==> src/rtl/reg_file_2r1w_if.sv <==
// Bus bundle for reg_file_2r1w: one write port and two read ports.
// REn is sampled on the rising edge. RVALIDn is high for the cycle after an enabled read, and RDATAn holds otherwise.
// There is no backpressure, so every read and write completes on the edge that samples it.
interface reg_file_2r1w_if #(
  parameter int WIDTH  = 32,
  parameter int ADDR_W = 5
);
  logic              WE;
  logic [ADDR_W-1:0] WADDR;
  logic [WIDTH-1:0]  WDATA;
  logic              RE1;
  logic [ADDR_W-1:0] RADDR1;
  logic [WIDTH-1:0]  RDATA1;
  logic              RVALID1;
  logic              RE2;
  logic [ADDR_W-1:0] RADDR2;
  logic [WIDTH-1:0]  RDATA2;
  logic              RVALID2;

  modport master (
    output WE, WADDR, WDATA, RE1, RADDR1, RE2, RADDR2,
    input  RDATA1, RVALID1, RDATA2, RVALID2
  );

  modport slave (
    input  WE, WADDR, WDATA, RE1, RADDR1, RE2, RADDR2,
    output RDATA1, RVALID1, RDATA2, RVALID2
  );
endinterface

==> src/rtl/reg_file_2r1w.sv <==
// Integer register file: one write port and two registered read ports with valid flags.
// It has an optional hardwired-zero register 0, optional same-edge write forwarding, and asynchronous clear.
module reg_file_2r1w #(
  parameter int WIDTH    = 32,
  parameter int DEPTH    = 32,
  parameter int ADDR_W   = (DEPTH > 2) ? $clog2(DEPTH) : 1,
  parameter int ZERO_REG = 1,
  parameter int BYPASS   = 1
) (
  input logic             CLK,
  input logic             nRST,
  reg_file_2r1w_if.slave  bus
);

  localparam logic [ADDR_W:0] DEPTH_L = (ADDR_W + 1)'(DEPTH);

  logic [WIDTH-1:0] mem_q [DEPTH];
  logic [WIDTH-1:0] mem_d [DEPTH];
  logic [WIDTH-1:0] rdata1_q, rdata1_d, rdata2_q, rdata2_d;
  logic             rvalid1_q, rvalid1_d, rvalid2_q, rvalid2_d;
  logic             wr_ok;
  logic [WIDTH-1:0] stored1, stored2;

  // A write counts only if it is in range and does not target a hardwired zero register.
  assign wr_ok = bus.WE && ({1'b0, bus.WADDR} < DEPTH_L) &&
                 !((ZERO_REG != 0) && (bus.WADDR == '0));

  function automatic logic [WIDTH-1:0] pick(
    input logic [ADDR_W-1:0] ra,
    input logic [WIDTH-1:0]  stored,
    input logic              hit_ok,
    input logic [ADDR_W-1:0] wa,
    input logic [WIDTH-1:0]  wd
  );
    logic [WIDTH-1:0] v;
    v = stored;
    if ({1'b0, ra} >= DEPTH_L) begin
      v = '0;
    end else if ((ZERO_REG != 0) && (ra == '0)) begin
      v = '0;
    end else if ((BYPASS != 0) && hit_ok && (wa == ra)) begin
      v = wd;
    end
    return v;
  endfunction

  always_comb begin
    mem_d   = mem_q;
    stored1 = '0;
    stored2 = '0;
    for (int i = 0; i < DEPTH; i++) begin
      if (wr_ok && (bus.WADDR == ADDR_W'(i))) mem_d[i] = bus.WDATA;
      if (bus.RADDR1 == ADDR_W'(i)) stored1 = mem_q[i];
      if (bus.RADDR2 == ADDR_W'(i)) stored2 = mem_q[i];
    end
  end

  always_comb begin
    rdata1_d  = rdata1_q;
    rdata2_d  = rdata2_q;
    rvalid1_d = bus.RE1;
    rvalid2_d = bus.RE2;
    if (bus.RE1) rdata1_d = pick(bus.RADDR1, stored1, wr_ok, bus.WADDR, bus.WDATA);
    if (bus.RE2) rdata2_d = pick(bus.RADDR2, stored2, wr_ok, bus.WADDR, bus.WDATA);
  end

  always_ff @(posedge CLK or negedge nRST) begin
    if (!nRST) begin
      for (int i = 0; i < DEPTH; i++) mem_q[i] <= '0;
      rdata1_q  <= '0;
      rdata2_q  <= '0;
      rvalid1_q <= 1'b0;
      rvalid2_q <= 1'b0;
    end else begin
      mem_q     <= mem_d;
      rdata1_q  <= rdata1_d;
      rdata2_q  <= rdata2_d;
      rvalid1_q <= rvalid1_d;
      rvalid2_q <= rvalid2_d;
    end
  end

  assign bus.RDATA1  = rdata1_q;
  assign bus.RVALID1 = rvalid1_q;
  assign bus.RDATA2  = rdata2_q;
  assign bus.RVALID2 = rvalid2_q;

endmodule

==> src/flat_wrapper.sv <==
// flat-port wrapper written by rule: the top's interface ports become plain ports
module reg_file_2r1w_flat 
#(
  parameter int WIDTH    = 32,
  parameter int DEPTH    = 32,
  parameter int ADDR_W   = (DEPTH > 2) ? $clog2(DEPTH) : 1,
  parameter int ZERO_REG = 1,
  parameter int BYPASS   = 1
)
  (CLK, nRST, bus_WE, bus_WADDR, bus_WDATA, bus_RE1, bus_RADDR1, bus_RE2, bus_RADDR2, bus_RDATA1, bus_RVALID1, bus_RDATA2, bus_RVALID2);
  reg_file_2r1w_if #(.WIDTH(WIDTH), .ADDR_W(ADDR_W)) bus_i ();
  input logic CLK;
  input logic nRST;
  input wire logic [$bits(bus_i.WE)-1:0] bus_WE;
  input wire logic [$bits(bus_i.WADDR)-1:0] bus_WADDR;
  input wire logic [$bits(bus_i.WDATA)-1:0] bus_WDATA;
  input wire logic [$bits(bus_i.RE1)-1:0] bus_RE1;
  input wire logic [$bits(bus_i.RADDR1)-1:0] bus_RADDR1;
  input wire logic [$bits(bus_i.RE2)-1:0] bus_RE2;
  input wire logic [$bits(bus_i.RADDR2)-1:0] bus_RADDR2;
  output wire logic [$bits(bus_i.RDATA1)-1:0] bus_RDATA1;
  output wire logic [$bits(bus_i.RVALID1)-1:0] bus_RVALID1;
  output wire logic [$bits(bus_i.RDATA2)-1:0] bus_RDATA2;
  output wire logic [$bits(bus_i.RVALID2)-1:0] bus_RVALID2;
  assign bus_i.WE = bus_WE;
  assign bus_i.WADDR = bus_WADDR;
  assign bus_i.WDATA = bus_WDATA;
  assign bus_i.RE1 = bus_RE1;
  assign bus_i.RADDR1 = bus_RADDR1;
  assign bus_i.RE2 = bus_RE2;
  assign bus_i.RADDR2 = bus_RADDR2;
  assign bus_RDATA1 = bus_i.RDATA1;
  assign bus_RVALID1 = bus_i.RVALID1;
  assign bus_RDATA2 = bus_i.RDATA2;
  assign bus_RVALID2 = bus_i.RVALID2;
  reg_file_2r1w #(.WIDTH(WIDTH), .DEPTH(DEPTH), .ADDR_W(ADDR_W), .ZERO_REG(ZERO_REG), .BYPASS(BYPASS)) u_core (.CLK(CLK), .nRST(nRST), .bus(bus_i));
endmodule
==> config.mk <==
export PLATFORM = sky130hd
export DESIGN_NAME = reg_file_2r1w_flat
export DESIGN_NICKNAME = d
export VERILOG_FILES = /design/src/rtl/reg_file_2r1w_if.sv /design/src/rtl/reg_file_2r1w.sv /design/src/flat_wrapper.sv
export SDC_FILE = /design/constraint.sdc
export NUM_CORES = 2
export LEC_CHECK = 0
export ABC_AREA = 1
export CAP_MARGIN = 20
export CORE_MARGIN = 5
export CORE_UTILIZATION = 55
export CTS_CLUSTER_SIZE = 10
export DETAILED_ROUTE_END_ITERATION = 10
export PLACE_DENSITY = 0.73
export SYNTH_ARGS = -nofsm -noshare
export SYNTH_HDL_FRONTEND = slang
export SYNTH_SLANG_ARGS = --single-unit
==> constraint.sdc <==
create_clock -name CLK -period 2.2 [get_ports CLK]
set_clock_uncertainty 0.05 [all_clocks]
set_input_delay 0.44 -clock CLK [delete_from_list [all_inputs] [get_ports CLK]]
set_output_delay 0.44 -clock CLK [all_outputs]
set_load 0.05 [all_outputs]
==> impl_table.tex <==
\begin{tabular}{lr}
\hline
Metric & Value \\
\hline
\multicolumn{2}{l}{\textbf{Logic synthesis}} \\
Combinational family with the most area after synthesis & simple AND/OR/NAND/NOR gates \\
Compound-gate portion of the synthesized area & 0.120 \\
Number of unique standard cell types used by synthesis & 34 \\
Post-synthesis sequential area ratio & 0.479 \\
Net count after synthesis & 7832 \\
Synthesized-area fraction occupied by and/or/nand/nor cells & 0.316 \\
Post-Synth Adder-Cell Area & 0 \\
Share of cell area taken by muxes after synthesis & 0 \\
EDFF count, synth & 0 \\
Number of storage elements in the synthesis netlist & 1058 \\
Synthesized area per cell & 7.11 um\^{}2 \\
Post-synthesis share of cell area spent on xor and xnor gates & 0.00142 \\
Post-Syn Instances & 7780 \\
Syn Std Cell Area & 55300 um\^{}2 \\
Proportion of register bits with asynchronous set or reset after synthesis & 1.00 \\
Yosys synthesis warning count & 0 \\
Top flip-flop cell by instance count after synthesis & dfrtp\_1 \\
\multicolumn{2}{l}{\textbf{Power and ir drop}} \\
Cell Pwr Density & 778 nW/um\^{}2 \\
Sequential power share & 0.475 \\
Share of total power consumed by net switching & 0.314 \\
Net switching power & 17.3 mW \\
Clk network pwr share & 0.333 \\
Static leakage & 34.1 nW \\
Peak supply drop & 0.672 mV \\
Internal power & 37.7 mW \\
Combinational fraction of design power & 0.193 \\
\multicolumn{2}{l}{\textbf{Worst setup path}} \\
Number of cells on the worst reg-to-reg path & 20 \\
Crit path arrival time & 3.56 ns \\
R2r setup slk & -0.80 ns \\
Cells along the critical path & nand4\_1, nand2\_1, nor2\_1, nand4\_1, nand2\_1, nand4\_1, nor2\_2, nand4\_1, nor2\_1, nand4\_1, nor2\_1, nand4\_1, nor2\_2, nand4\_1, nor2\_2, nand3\_1, nand2\_1, nand2\_1, nand2\_1, nand2\_1 \\
Total buffers and inverters traversed by the critical path & 0 \\
Data required, critical path & 2.76 ns \\
Critical path's most frequent cell & nand4\_1 \\
Worst flop-to-flop path endpoint & u\_core.bus.RDATA2[7] \\
Worst Setup End Kind & register \\
Standard cell with the maximum stage delay on the critical path & dfrtp\_1 \\
Slowest cell delay on critical path & 0.42 ns \\
Reg2Reg Launch Point & u\_core.mem\_q[967] \\
Cell family contributing the most delay on the critical path & simple AND/OR/NAND/NOR gates \\
Crit Path Category & reg2reg \\
Largest fanout on the critical path & 3 \\
Launching element type of the critical path & register \\
\multicolumn{2}{l}{\textbf{Place}} \\
Cell count after placement & 9506 \\
Port-buffer cells & 117 \\
GPL Wtd Cong & 0.985 \\
Minimum setup slack after placement & -1.85 ns \\
Detailed Place HPWL & 150000 um \\
\multicolumn{2}{l}{\textbf{Worst hold path}} \\
Worst hold-check path type & in2async \\
\multicolumn{2}{l}{\textbf{Global route}} \\
Number of global-route vias before repair & 54.7k \\
Pin count of the biggest net entering global routing & 87 \\
Initial antenna violation count & 3 \\
First-pass GRT wire length & 319000 um \\
GRT Util Overall & 0.382 \\
Aggregate global routing overflow & 0 \\
\multicolumn{2}{l}{\textbf{Finish}} \\
Layout net count & 8482 \\
Ratio of cells with drive above 1 in the final layout & 0.193 \\
Finished Layout Cells & 9768 \\
Post-synthesis to final-layout area growth & 27.7\% \\
Number of antenna repair diodes & 0 \\
Fill cell total of the finished layout & 7904 \\
\multicolumn{2}{l}{\textbf{STA}} \\
Ratio of final minimum period to clock period & 1.36 \\
Setup repair after global routing missed its margin & yes \\
Slew at the pin closest to its max-slew limit & 0.588 ns \\
Worst relative slew slack & 0.607 \\
Max Clock Freq & 333 MHz \\
Worst-case setup margin in the final layout & -0.802 ns \\
Number of hold violations in the final report & 0 \\
Clock period minus worst slack & 3.00 ns \\
Worst hold margin & 0.190 ns \\
Number of max-slew violations in the final report & 0 \\
Total of endpoints with negative setup slack in the final report & 64 \\
\multicolumn{2}{l}{\textbf{Flow run}} \\
Max-cap violations & 0 \\
\multicolumn{2}{l}{\textbf{Die}} \\
Effective utilization at floorplan & 0.553 \\
Row count & 116 \\
IO Pins & 118 \\
Die area & 107000 um\^{}2 \\
Core ar. & 100000 um\^{}2 \\
X dimension of the die & 327 um \\
Die Y-Extent & 327 um \\
\multicolumn{2}{l}{\textbf{Drt}} \\
Drt first pass iters & 8 \\
Number of DRC markers in iteration 0 & 8145 \\
Mean routed wirelength per cell & 21.5 um \\
DR DRC count & 0 \\
Count of nets left with antenna violations after detail routing & 0 \\
Vias/cell & 5.90 \\
Overall via count from detail\_route & 57.6k \\
DRT Wirelength & 210000 um \\
\multicolumn{2}{l}{\textbf{CTS}} \\
TritonCTS clock tree & yes \\
Number of buffers added by the clock tree synthesis step & 120 \\
Clock latency at the later pin of the worst-skew pair & 0.73 ns \\
Level count of the clock H-tree & 3 \\
Root buf cell & clkbuf\_16 \\
Clock sink count & 1058 \\
Clk pin slew, worst setup/hold paths & 0.06 ns \\
Maximum number of buffers from clock root to sink & 3 \\
\multicolumn{2}{l}{\textbf{Outcome}} \\
Violated checks & setup timing \\
Outcome & finished with violations \\
\hline
\end{tabular}
-- worst max path at each step --
stage | startpoint | endpoint | slack [ns] | cells past startpoint
floorplan | bus_RADDR2[2] | u_core.bus.RDATA2[22] | -0.27 | 24
global placement | bus_RADDR2[2] | u_core.bus.RDATA2[9] | -1.81 | 22
detailed placement | bus_RADDR1[2] | u_core.bus.RDATA1[15] | -1.85 | 24
CTS | u_core.mem_q[807] | u_core.bus.RDATA2[7] | -0.84 | 18
global route | u_core.mem_q[967] | u_core.bus.RDATA2[7] | -1.06 | 20
finish | u_core.mem_q[967] | u_core.bus.RDATA2[7] | -0.80 | 20
-- cells in the mapped netlist, types with 5 or more instances --
master | instances | area share
nor2_1 | 582 | 0.039
xor2_1 | 7 | 0.0011
or2_0 | 23 | 0.0026
o21bai_1 | 6 | 0.00081
a21oi_1 | 111 | 0.010
inv_2 | 15 | 0.0010
nor2_2 | 16 | 0.0018
or2_2 | 97 | 0.011
dfrtp_1 | 1058 | 0.48
nor2_4 | 6 | 0.0012
inv_1 | 661 | 0.045
nor3_1 | 15 | 0.0014
buf_6 | 5 | 0.0010
nand4_1 | 399 | 0.045
o21ai_0 | 1173 | 0.11
buf_2 | 61 | 0.0055
o21a_1 | 21 | 0.0028
clkinv_1 | 9 | 0.00061
nand2_1 | 2886 | 0.20
clkbuf_1 | 429 | 0.029
buf_4 | 11 | 0.0015
nand3_1 | 163 | 0.015
-- flip-flops by register name (all words and copies together) (netlist names) --
register / flops
u_core.bus.RVALID1: 1
u_core.mem_q: 992
u_core.bus.RDATA2: 32
u_core.bus.RDATA1: 32
u_core.bus.RVALID2: 1
-- power groups by stage --
stage,combinational [mW],clock (mW),sequential (mW)
finish,10.6,18.3,26.1
global route,11.8,19.1,26.5
CTS,10.3,18.4,25.9
detailed placement,10.0,0,26.1
global placement,9.71,0,26.0
floorplan,4.93,0,26.2
-- logic make-up after synthesis --
family          after synthesis
flops                      1058
simple gates               4203
xor+xnor                      9
buf+inv                    1196
compound gates             1314
-- per-layer routing --
metal	track usage	part of all wire	vias up
li1	-	-	26011
met2	0.574	0.44	3456
met3	0.0923	0.12	593
met1	0.542	0.40	27523
met4	0.141	0.041	4
met5	0	0.00011	-
-- layout make-up --
type                            count  area, um^2  area share
Inverter                          686        2660      0.0376
Timing Repair Buffer             1036       10800       0.152
Clock inverter                      4        63.8    0.000903
Multi-Input combinational cell   5528       25800       0.364
Tap cell                         1298        1620      0.0230
Sequential cell                  1058       26500       0.375
Clock buffer                      158        3310      0.0468
-- through the flow --
step	TNS [ns]	utilization	area, um^2	total power, mW
final	-30.04	0.706	70600	55.0
after global placement	-459.11	0.645	64500	35.7
after floorplan	-8.90	-	55800	31.1
after CTS	-36.34	0.696	69600	54.6
after global routing	-39.10	0.706	70600	57.4
after detailed placement	-486.56	0.645	64500	36.1
-- cells in the final DEF (no fill, tap or decap), types with 27 or more instances in the layout --
cell / instances
nand2_2: 111
dlymetal6s2s_1: 27
nand2_1: 2758
or2_2: 97
nand3_1: 94
nor2_2: 112
o21ai_0: 1169
nand4_1: 399
clkdlybuf4s50_1: 40
nor2_4: 39
nand3_2: 67
nor2_1: 455
dfrtp_1: 1055
clkbuf_16: 123
a21oi_1: 82
inv_1: 641
buf_12: 177
buf_6: 81
buf_4: 673
-- timing repair --
item,4_1_cts,5_1_grt
setup buffers,69,44
hold buffers,1,0
hold endpoints to repair,149,0
endpoints found under the setup margin,107,109
resized for setup,387,264
pin swaps,204,261
cloned,6,1
Note: power is estimated with default switching activity, not from simulation.
